**src/rtl/mips_io_responder_pkg.sv**
```systemverilog
// Shared constants for the MIPS memory-mapped I/O responder: bus addresses,
// the power-on expected result, and bit positions of the status word.
package mips_io_pkg;

  localparam logic [7:0] OUT_ADR  = 8'hFF;
  localparam logic [7:0] STAT_ADR = 8'hFE;
  localparam logic [7:0] EXP_ADR  = 8'hFD;
  localparam logic [7:0] EXPECTED = 8'h0D;

  // Status word layout; bits [2:0] carry the FIFO occupancy.
  localparam int STAT_FULL  = 3;
  localparam int STAT_EMPTY = 4;
  localparam int STAT_OVF   = 5;
  localparam int STAT_DONE  = 6;
  localparam int STAT_PASS  = 7;

endpackage

```
**src/rtl/mips_io_responder_if.sv**
```systemverilog
// Processor bus, output stream and result flags of the I/O responder.
// The slave modport is the responder; the master modport is the processor,
// consumer and observer side taken together.
interface mips_io_if #(
  parameter int WIDTH = 8
);

  logic             memread;
  logic             memwrite;
  logic [WIDTH-1:0] adr;
  logic [WIDTH-1:0] writedata;
  logic             iosel;
  logic [WIDTH-1:0] iodata;
  logic             out_valid;
  logic             out_ready;
  logic [WIDTH-1:0] out_data;
  logic             done;
  logic             pass;
  logic             fail;
  logic             overflow;

  modport slave (
    input  memread, memwrite, adr, writedata, out_ready,
    output iosel, iodata, out_valid, out_data, done, pass, fail, overflow
  );

  modport master (
    output memread, memwrite, adr, writedata, out_ready,
    input  iosel, iodata, out_valid, out_data, done, pass, fail, overflow
  );

endinterface

```
**src/rtl/mips_io_responder_io_fifo.sv**
```systemverilog
// DEPTH x WIDTH synchronous FIFO with an occupancy count. The caller only
// asserts push when there is room (or a pop frees a slot the same edge) and
// only asserts pop when non-empty. DEPTH must be a power of two, at least 2.
module io_fifo #(
  parameter int WIDTH = 8,
  parameter int DEPTH = 4
) (
  input  logic                       clk,
  input  logic                       reset,
  input  logic                       push,
  input  logic                       pop,
  input  logic [WIDTH-1:0]           wdata,
  output logic [WIDTH-1:0]           rdata,
  output logic                       full,
  output logic                       empty,
  output logic [$clog2(DEPTH):0]     count
);

  localparam int PW = $clog2(DEPTH);
  localparam logic [PW:0] FULL_CNT = (PW+1)'(DEPTH);

  logic [WIDTH-1:0] mem [DEPTH];
  logic [PW-1:0]    wptr;
  logic [PW-1:0]    rptr;

  assign full  = (count == FULL_CNT);
  assign empty = (count == '0);
  assign rdata = mem[rptr];

  // Storage is data only and needs no reset; stale entries are never visible.
  always_ff @(posedge clk) begin
    if (push) mem[wptr] <= wdata;
  end

  // Pointers wrap naturally modulo DEPTH; count tracks push minus pop.
  always_ff @(posedge clk or negedge reset) begin
    if (!reset) begin
      wptr  <= '0;
      rptr  <= '0;
      count <= '0;
    end else begin
      if (push) wptr <= wptr + 1'b1;
      if (pop)  rptr <= rptr + 1'b1;
      if (push && !pop)      count <= count + 1'b1;
      else if (!push && pop) count <= count - 1'b1;
    end
  end

endmodule

```
**src/rtl/mips_io_responder.sv**
```systemverilog
// Memory-mapped I/O responder for the top of the 8-bit MIPS address space:
// OUT_ADR stores feed an output FIFO and the first one is checked against an
// expected register; STAT_ADR/EXP_ADR loads return data one cycle later.
module mips_io_responder #(
  parameter int               WIDTH    = 8,
  parameter int               DEPTH    = 4,
  parameter logic [WIDTH-1:0] OUT_ADR  = mips_io_pkg::OUT_ADR,
  parameter logic [WIDTH-1:0] STAT_ADR = mips_io_pkg::STAT_ADR,
  parameter logic [WIDTH-1:0] EXP_ADR  = mips_io_pkg::EXP_ADR,
  parameter logic [WIDTH-1:0] EXPECTED = mips_io_pkg::EXPECTED
) (
  input  logic      clk,
  input  logic      reset,
  mips_io_if.slave  bus
);

  import mips_io_pkg::*;

  localparam int CW = $clog2(DEPTH) + 1;

  logic             st_out;
  logic             st_stat;
  logic             st_exp;
  logic             pop;
  logic             push;
  logic             drop;
  logic             full;
  logic             empty;
  logic [CW-1:0]    count;
  logic [WIDTH-1:0] head;
  logic [WIDTH-1:0] exp_q;
  logic             done_q;
  logic             pass_q;
  logic             fail_q;
  logic             ovf_q;
  logic [WIDTH-1:0] stat;
  logic             rd_sel;
  logic [WIDTH-1:0] rd_data;
  logic             iosel_p1;
  logic [WIDTH-1:0] iodata_p1;

  // Store decode; a full FIFO still accepts a push when a pop frees a slot.
  always_comb begin
    st_out  = bus.memwrite && (bus.adr == OUT_ADR);
    st_stat = bus.memwrite && (bus.adr == STAT_ADR);
    st_exp  = bus.memwrite && (bus.adr == EXP_ADR);
    pop     = !empty && bus.out_ready;
    push    = st_out && (!full || pop);
    drop    = st_out && full && !pop;
  end

  io_fifo #(
    .WIDTH (WIDTH),
    .DEPTH (DEPTH)
  ) u_fifo (
    .clk   (clk),
    .reset (reset),
    .push  (push),
    .pop   (pop),
    .wdata (bus.writedata),
    .rdata (head),
    .full  (full),
    .empty (empty),
    .count (count)
  );

  // Sticky result flags, overflow (set beats clear) and the expected register.
  always_ff @(posedge clk or negedge reset) begin
    if (!reset) begin
      exp_q  <= EXPECTED;
      done_q <= 1'b0;
      pass_q <= 1'b0;
      fail_q <= 1'b0;
      ovf_q  <= 1'b0;
    end else begin
      if (st_exp) exp_q <= bus.writedata;
      if (st_out && !done_q) begin
        done_q <= 1'b1;
        pass_q <= (bus.writedata == exp_q);
        fail_q <= (bus.writedata != exp_q);
      end
      if (drop)                               ovf_q <= 1'b1;
      else if (st_stat && bus.writedata[5])   ovf_q <= 1'b0;
    end
  end

  // Status word and load mux, built from pre-edge state.
  always_comb begin
    stat             = '0;
    stat[2:0]        = 3'(count);
    stat[STAT_FULL]  = full;
    stat[STAT_EMPTY] = empty;
    stat[STAT_OVF]   = ovf_q;
    stat[STAT_DONE]  = done_q;
    stat[STAT_PASS]  = pass_q;
    rd_sel           = 1'b0;
    rd_data          = '0;
    if (bus.memread && !bus.memwrite) begin
      if (bus.adr == STAT_ADR) begin
        rd_sel  = 1'b1;
        rd_data = stat;
      end else if (bus.adr == EXP_ADR) begin
        rd_sel  = 1'b1;
        rd_data = exp_q;
      end else if (bus.adr == OUT_ADR) begin
        rd_sel  = 1'b1;
      end
    end
  end

  // Load response stage: one cycle of latency, like the data memory.
  always_ff @(posedge clk or negedge reset) begin
    if (!reset) begin
      iosel_p1  <= 1'b0;
      iodata_p1 <= '0;
    end else begin
      iosel_p1  <= rd_sel;
      iodata_p1 <= rd_data;
    end
  end

  assign bus.iosel     = iosel_p1;
  assign bus.iodata    = iodata_p1;
  assign bus.out_valid = !empty;
  assign bus.out_data  = head;
  assign bus.done      = done_q;
  assign bus.pass      = pass_q;
  assign bus.fail      = fail_q;
  assign bus.overflow  = ovf_q;

endmodule
```
**src/flat_wrapper.sv**
```systemverilog
// flat-port wrapper written by rule: the top's interface ports become plain ports
module mips_io_responder_flat import mips_io_pkg::*;
#(
  parameter int               WIDTH    = 8,
  parameter int               DEPTH    = 4,
  parameter logic [WIDTH-1:0] OUT_ADR  = mips_io_pkg::OUT_ADR,
  parameter logic [WIDTH-1:0] STAT_ADR = mips_io_pkg::STAT_ADR,
  parameter logic [WIDTH-1:0] EXP_ADR  = mips_io_pkg::EXP_ADR,
  parameter logic [WIDTH-1:0] EXPECTED = mips_io_pkg::EXPECTED
)
  (clk, reset, bus_memread, bus_memwrite, bus_adr, bus_writedata, bus_out_ready, bus_iosel, bus_iodata, bus_out_valid, bus_out_data, bus_done, bus_pass, bus_fail, bus_overflow);
  mips_io_if #(.WIDTH(WIDTH)) bus_i ();
  input  logic clk;
  input  logic reset;
  input wire logic [$bits(bus_i.memread)-1:0] bus_memread;
  input wire logic [$bits(bus_i.memwrite)-1:0] bus_memwrite;
  input wire logic [$bits(bus_i.adr)-1:0] bus_adr;
  input wire logic [$bits(bus_i.writedata)-1:0] bus_writedata;
  input wire logic [$bits(bus_i.out_ready)-1:0] bus_out_ready;
  output wire logic [$bits(bus_i.iosel)-1:0] bus_iosel;
  output wire logic [$bits(bus_i.iodata)-1:0] bus_iodata;
  output wire logic [$bits(bus_i.out_valid)-1:0] bus_out_valid;
  output wire logic [$bits(bus_i.out_data)-1:0] bus_out_data;
  output wire logic [$bits(bus_i.done)-1:0] bus_done;
  output wire logic [$bits(bus_i.pass)-1:0] bus_pass;
  output wire logic [$bits(bus_i.fail)-1:0] bus_fail;
  output wire logic [$bits(bus_i.overflow)-1:0] bus_overflow;
  assign bus_i.memread = bus_memread;
  assign bus_i.memwrite = bus_memwrite;
  assign bus_i.adr = bus_adr;
  assign bus_i.writedata = bus_writedata;
  assign bus_i.out_ready = bus_out_ready;
  assign bus_iosel = bus_i.iosel;
  assign bus_iodata = bus_i.iodata;
  assign bus_out_valid = bus_i.out_valid;
  assign bus_out_data = bus_i.out_data;
  assign bus_done = bus_i.done;
  assign bus_pass = bus_i.pass;
  assign bus_fail = bus_i.fail;
  assign bus_overflow = bus_i.overflow;
  mips_io_responder #(.WIDTH(WIDTH), .DEPTH(DEPTH), .OUT_ADR(OUT_ADR), .STAT_ADR(STAT_ADR), .EXP_ADR(EXP_ADR), .EXPECTED(EXPECTED)) u_core (.clk(clk), .reset(reset), .bus(bus_i));
endmodule
```
**config.mk**
```make
export PLATFORM = sky130hd
export DESIGN_NAME = mips_io_responder_flat
export DESIGN_NICKNAME = d
export VERILOG_FILES = /design/src/rtl/mips_io_responder_pkg.sv /design/src/rtl/mips_io_responder_if.sv /design/src/rtl/mips_io_responder_io_fifo.sv /design/src/rtl/mips_io_responder.sv /design/src/flat_wrapper.sv
export SDC_FILE = /design/constraint.sdc
export NUM_CORES = 1
export LEC_CHECK = 0
export BUFFER_PORTS_ARGS = -buffer_cell sky130_fd_sc_hd__buf_2
export CORE_UTILIZATION = 50
export DETAILED_ROUTE_END_ITERATION = 8
export PLACE_DENSITY = 0.72
export RECOVER_POWER = 50
export SETUP_SLACK_MARGIN = 0.02
export SYNTH_ARGS = -nofsm -noshare
export SYNTH_HDL_FRONTEND = slang
export SYNTH_HIERARCHICAL = 1
export SYNTH_SLANG_ARGS = --single-unit
```
**constraint.sdc**
```tcl
create_clock -name clk -period 2.8 [get_ports clk]
set_input_delay 0.14 -clock clk [delete_from_list [all_inputs] [get_ports clk]]
set_output_delay 0.14 -clock clk [all_outputs]
set_load 0.01 [all_outputs]
```
==> impl_metrics.tcl, run 1 <==
set metrics [dict create \
    drive_above_1_share 0.274 \
    synth_adder_area_share 0.0311 \
    clk_latency_ns 0.33 \
    seq_power_share 0.476 \
    cp_max_fo 5 \
    placementRows 26 \
    power_frac_comb 0.171 \
    grt_pass1_vias 1504 \
    cp_common_cell "xor2_1" \
    finish.utilization 0.610 \
    clockPowerShare 0.353 \
    critPathTopFamily "simple AND/OR/NAND/NOR gates" \
    leakagePower_nw 1.21 \
    dpl-instance-area_mm2 0.00291 \
    syn_to_final_growth_pct 17.5 \
    cts_root_buf "clkbuf_8" \
    gr-total-overflow 0 \
    fin_tns_setup_ns 0 \
    ant_nets 0 \
    swShare 0.253 \
    pin_count 43 \
    tightest_slew_ns 1.47 \
    fin_crit_ns 2.55 \
    final_common_cell "edfxtp_1" \
    skew_ns 0.00428 \
    synth_top_family_by_area "simple AND/OR/NAND/NOR gates" \
    min_period_over_period 0.911 \
    synth.mux.area_fraction 0.106 \
    cp-endpoint "u_core/u_fifo/count[2]" \
    postCtsSetupRepairBufs 0 \
    drt_wl_total_um 4730 \
    die_x_um 74.8 \
    wire_per_inst_um 15.8 \
    final_cell_mix "edfxtp_1, dfrtp_1, buf_2, clkbuf_1, clkbuf_8" \
    track_usage 0.191 \
    yosys.area_share.simple 0.129 \
    drc_errors 0 \
    max-cap-violations 0 \
    slowest_stage "dfrtp_1" \
    ys_warn_count 6 \
    fin_ws_ns 0.248 \
    globalRoute.busiestLayer "met2" \
    dpl.cell_count 283 \
    r2r_cells 10 \
    die_area_mm2 0.00560 \
    cp_cell_sequence "nor3_1 > nor2b_1 > nand2b_1 > nor4b_2 > ha_1 > inv_1 > fa_1 > xor2_1 > nor2_1 > xor2_1" \
    max_slew_margin 0.0209 \
    via_per_inst 5.45 \
    hold_viol 0 \
    htreeDepth 3 \
    hpwl_um 3190 \
    stdcell_count 300 \
    worst-path-stages 10 \
    setup_viol 0 \
    cts_tree "done" \
    cp.arrival_ns 2.81 \
    core_area_mm2 0.00511 \
    intPower_w 0.00172 \
    initial_core_util 0.519 \
    portBuffers 42 \
    r2r_setup_slack_ns 0.25 \
    postLayoutCellArea_mm2 0.00312 \
    grt_start_max_net_pins 29 \
    synth-xor-area-share 0.0462 \
    start_kind "flip-flop" \
    met2_usage 0.274 \
    gp_congestion 0.902 \
    synth_edf_count 32 \
    synth_cells 179 \
    fmax_mhz 392 \
    synth_cell_types 38 \
    synth_fp_nets 206 \
    worstSetupStartpoint "u_core/u_fifo/count[0]" \
    antenna_cells 0 \
    critPathKind "reg -> reg" \
    reg2reg_to "u_core/u_fifo/count[2]" \
    holdCritPathClass "in -> reg" \
    timing.rr.start "u_core/u_fifo/count[0]" \
    status "completed" \
    use_met1 0.259 \
    yosysSeqAreaShare 0.628 \
    critPathMaxStageDelay_ns 0.45 \
    grt_pass1_wl_um 7400 \
    cts.reportedPaths.clkPinSlew_ns 0.06 \
    clock_sinks 60 \
    rsz0062_at_grt "false" \
    syn_area_mm2 0.00265 \
    crit_required_ns 3.06 \
    place_ws_ns 0.138 \
    drtIter0Drc 81 \
    clockBufferDepth 2 \
    async_flop_share 0.467 \
    first_pass_iters 4 \
    path_buf_inv 1 \
    cts_buffers 9 \
    use_met3 0.0723 \
    layout.nets 252 \
    synth.avg_cell_area_um2 14.8 \
    p_sw_w 0.000585 \
    vias 1636 \
    ir_drop_v 0.000420 \
    ys_ff_latch 60 \
    synth_compound_area_frac 0.0330 \
    end_kind "flip-flop" \
    p_per_area_mw_per_mm2 740 \
    die_h_um 74.8 \
    synth_top_flop_cell "edfxtp_1" \
    slew_violations 0 \
    antenna_found_initial 0 \
]
worst min-delay path: cells and delay by family:
family / cells / cell delay [ns]
buf+inv: 1 / 0.13
simple gates: 2 / 0.17
stage by stage:
stage          total power (W)  hold WS, ns
2_1_floorplan          0.00139       -0.156
3_3_place_gp           0.00150        0.189
3_5_place_dp           0.00151        0.197
4_1_cts                0.00234       0.0433
5_1_grt                0.00242        0.136
6_report               0.00231        0.143
cell families after synthesis:
kind of cell / Yosys count
flip-flops: 60
AND/OR/NAND/NOR: 53
multiplexers: 17
buffers and inverters: 15
AO/OA/AOI/OAI: 14
XOR/XNOR: 14
adder cells (fa/ha/maj): 6
Yosys cell counts (all sizes together), types with 4 or more instances:
cell type,n,area (µm²)
a21oi,8,40.0
and2,5,31.3
buf,6,36.3
dfrtp,25,626
edfxtp,32,961
ha,5,62.6
inv,6,22.5
mux2,9,101
mux4,8,180
nand3,9,45.0
nand4,14,100
nor2b,7,43.8
xnor2,10,87.6
xor2,4,35.0
layout make-up:
type | instances | area (µm²)
well taps | 70 | 87.6
clock buffers | 15 | 186
multi-input cells | 104 | 922
clock inverters | 1 | 30.0
flip-flops and latches | 60 | 1670
repair buffers | 44 | 204
fillers | 414 | 1990
inverters | 6 | 22.5
how the worst min path moves through the flow:
stage	start	end	slack (ns)	depth (start not counted)
after floorplan	reset	u_core/bus.done	-0.16	0
after global placement	reset	u_core/bus.iosel	0.19	1
after detailed placement	reset	u_core/bus.iosel	0.20	1
after CTS	bus_writedata[6]	u_core/u_fifo/mem[3][6]	0.04	1
after global routing	bus_writedata[6]	u_core/u_fifo/mem[1][6]	0.14	1
final	bus_memwrite	u_core/bus.done	0.14	3
sequential cells by signal, summed over array words and instances (netlist names):
| signal | flops |
|---|---|
| u_core/bus.done | 1 |
| u_core/bus.fail | 1 |
| u_core/bus.iodata | 8 |
| u_core/bus.iosel | 1 |
| u_core/bus.overflow | 1 |
| u_core/bus.pass | 1 |
| u_core/exp_q | 8 |
| u_core/u_fifo/count | 3 |
| u_core/u_fifo/mem | 32 |
| u_core/u_fifo/rptr | 2 |
| u_core/u_fifo/wptr | 2 |
power groups by stage:
stage	clock network (W)	logic, W	registers (W)
after floorplan	0	0.000347	0.00104
after global placement	0	0.000390	0.00111
after detailed placement	0	0.000397	0.00112
after CTS	0.000837	0.000399	0.00110
after global routing	0.000871	0.000443	0.00111
final	0.000815	0.000395	0.00110
routing by layer:
| layer | vias up | part of all wire | wire length, µm |
|---|---|---|---|
| met1 | 800 | 0.47 | 2220 |
| met2 | 63 | 0.45 | 2130 |
| met5 | - | 0 | 0 |
| li1 | 763 | - | - |
| met4 | 0 | 0.023 | 108 |
| met3 | 10 | 0.058 | 274 |
what timing repair did:
item | 4_1_cts | 5_1_grt
resized for setup | 0 | 1
hold endpoints to repair | 25 | 0
hold buffers | 1 | 0
endpoints found under the setup margin | 0 | 1
Note: power is estimated with default switching activity, not from simulation.
==> inputs of run 2 (changes only) <==
--- a/config.mk
+++ b/config.mk
@@ -13,5 +13,4 @@
 export SETUP_SLACK_MARGIN = 0.02
 export SYNTH_ARGS = -nofsm -noshare
 export SYNTH_HDL_FRONTEND = slang
-export SYNTH_HIERARCHICAL = 1
 export SYNTH_SLANG_ARGS = --single-unit
==> impl_metrics.tcl, run 2 <==
set metrics [dict create \
    status "completed" \
    synth_cell_types 37 \
    ys_warn_count 0 \
    synth_cells 158 \
    antenna_cells 0 \
    clock_sinks 60 \
    synth_top_flop_cell "edfxtp_1" \
    seq_power_share 0.450 \
    pin_count 43 \
    portBuffers 42 \
    cts_tree "done" \
    end_kind "flip-flop" \
    initial_core_util 0.529 \
    skew_ns 0.00995 \
    rsz0062_at_grt "false" \
    placementRows 25 \
    slew_violations 0 \
    die_area_mm2 0.00539 \
    synth_common_cells "edfxtp_1, dfrtp_1, nor2_1, xor2_1, mux2_2" \
    holdCritPathClass "in -> reg" \
    setup_viol 0 \
    fin_crit_ns 2.12 \
    die_x_um 73.4 \
    fin_ws_ns 0.681 \
    p_per_area_mw_per_mm2 808 \
    gr-total-overflow 0 \
    ant_nets 0 \
    syn_to_final_growth_pct 19.5 \
    cts.reportedPaths.clkPinSlew_ns 0.06 \
    wire_per_inst_um 17.1 \
    final_common_cell "edfxtp_1" \
    drtIter0Drc 83 \
    vias 1466 \
    track_usage 0.204 \
    grt_pass1_vias 1524 \
    clockPowerShare 0.389 \
    max-cap-violations 0 \
    clk_latency_ns 0.33 \
    core_area_mm2 0.00482 \
    gp_congestion 0.771 \
    largest_reg_flops 32 \
    via_per_inst 5.25 \
    nFillCells 367 \
    seq_area_mm2 0.00167 \
    cts_buffers 9 \
    multi_input_area_um2 820 \
    clockBufferDepth 2 \
    async_flop_share 0.467 \
    synth_fp_nets 185 \
    grt_start_max_net_pins 29 \
    fin_tns_setup_ns 0 \
    grt_pass1_wl_um 7580 \
    critPathKind "reg -> reg" \
    die_h_um 73.4 \
    leakagePower_nw 1.25 \
    crit_required_ns 3.05 \
    yosysTopAreaCell "edfxtp_1" \
    place_ws_ns 0.705 \
    drt_wl_total_um 4770 \
    power_frac_comb 0.162 \
    min_period_over_period 0.757 \
    synth.area.top_cells "edfxtp_1, dfrtp_1, mux4_2, mux2_2, xor2_1" \
    postCtsSetupRepairBufs 0 \
    final_cell_mix "edfxtp_1, buf_2, dfrtp_1, nor2_1, clkbuf_1" \
    synth.avg_cell_area_um2 16.1 \
    p_sw_w 0.000615 \
    tightest_slew_ns 1.48 \
    hpwl_um 3330 \
    ir_drop_v 0.000387 \
    antenna_found_initial 0 \
    swShare 0.250 \
    htreeDepth 3 \
    cp_max_fo 6 \
    synthDominantCellAreaShare 0.377 \
    drive_above_1_share 0.325 \
    max_slew_margin 0.0156 \
    ys_ff_latch 60 \
    cts_root_buf "clkbuf_8" \
    start_kind "flip-flop" \
    synth_most_common_cell "edfxtp_1" \
    intPower_w 0.00185 \
    top_register "u_core.u_fifo.mem" \
    drc_errors 0 \
    hold_viol 0 \
    cp.arrival_ns 2.37 \
    fmax_mhz 472 \
    yosysSeqAreaShare 0.653 \
    first_pass_iters 4 \
    layout.nets 234 \
    synth_edf_count 32 \
    syn_area_mm2 0.00255 \
]
==> run 2: area by class of cell <==
| class | count | area share |
|---|---|---|
| Sequential cell | 60 | 0.547 |
| Multi-Input combinational cell | 87 | 0.269 |
| Timing Repair Buffer | 43 | 0.0674 |
| Clock buffer | 11 | 0.0497 |
| Clock inverter | 5 | 0.0320 |
| Tap cell | 67 | 0.0275 |
| Inverter | 6 | 0.00740 |
==> run 2: routing by layer <==
layer  track usage  share of wire  wire length, µm  vias to the layer above
met1         0.250           0.42             1980                      731
met5             0              0                0                        -
met2         0.337           0.52             2450                       50
li1              -              -                -                      676
met4         0.105          0.023              110                        0
met3        0.0521          0.046              221                        9
==> run 2: worst paths after layout <==
kind / slack, ns / cells after the start / startpoint / end
setup / recovery: 0.68 / 9 / u_core.u_fifo.count[2] / u_core.u_fifo.count[2]
hold / removal: 0.1 / 3 / bus_adr[1] / u_core.bus.iosel
setup reg to reg: 0.68 / 9 / u_core.u_fifo.count[2] / u_core.u_fifo.count[2]
hold reg to reg: 0.50 / 1 / u_core.bus.fail / u_core.bus.fail
max in group asynchronous: 1.24 / 2 / reset / u_core.u_fifo.rptr[1]
min in group asynchronous: 0.70 / 2 / reset / u_core.bus.fail
==> run 2: timing repair <==
action,4_1_cts,5_1_grt
hold endpoints to repair,25,0
hold buffers,1,0
resized for setup,0,0
==> run 2: logic make-up after synthesis <==
logic type,synth area share
compound gates,0.0358
xor+xnor,0.0481
fa+ha+maj,0.0324
buf+inv,0.0211
flops,0.653
mux,0.127
simple gates,0.0820
==> run 2: through the flow <==
stage	area, µm²	power, W	utilization	hold slack (ns)	std cells
detailed placement	2810	0.00153	0.584	0.193	262
finish	3050	0.00246	0.632	0.0978	279
global placement	2810	0.00151	0.584	0.179	262
CTS	3070	0.00248	0.637	0.0533	279
global route	3050	0.00258	0.632	0.0960	279
floorplan	2550	0.00138	-	-0.156	158
==> run 2: power by group through the flow <==
stage / combinational, W / sequential (W) / clock (W)
2_1_floorplan: 0.000334 / 0.00104 / 0
3_3_place_gp: 0.000388 / 0.00112 / 0
3_5_place_dp: 0.000404 / 0.00112 / 0
4_1_cts: 0.000406 / 0.00111 / 0.000971
5_1_grt: 0.000435 / 0.00112 / 0.00102
6_report: 0.000398 / 0.00111 / 0.000956
==> run 2: critical path: stages (launching register included) <==
cell and delay, ns:
dfrtp_1 0.45, nor3_1 0.29, inv_1 0.13, nand2_1 0.12
ha_1 0.19, inv_1 0.07, fa_1 0.38, xor2_1 0.15
nor2_1 0.11, xor2_1 0.15
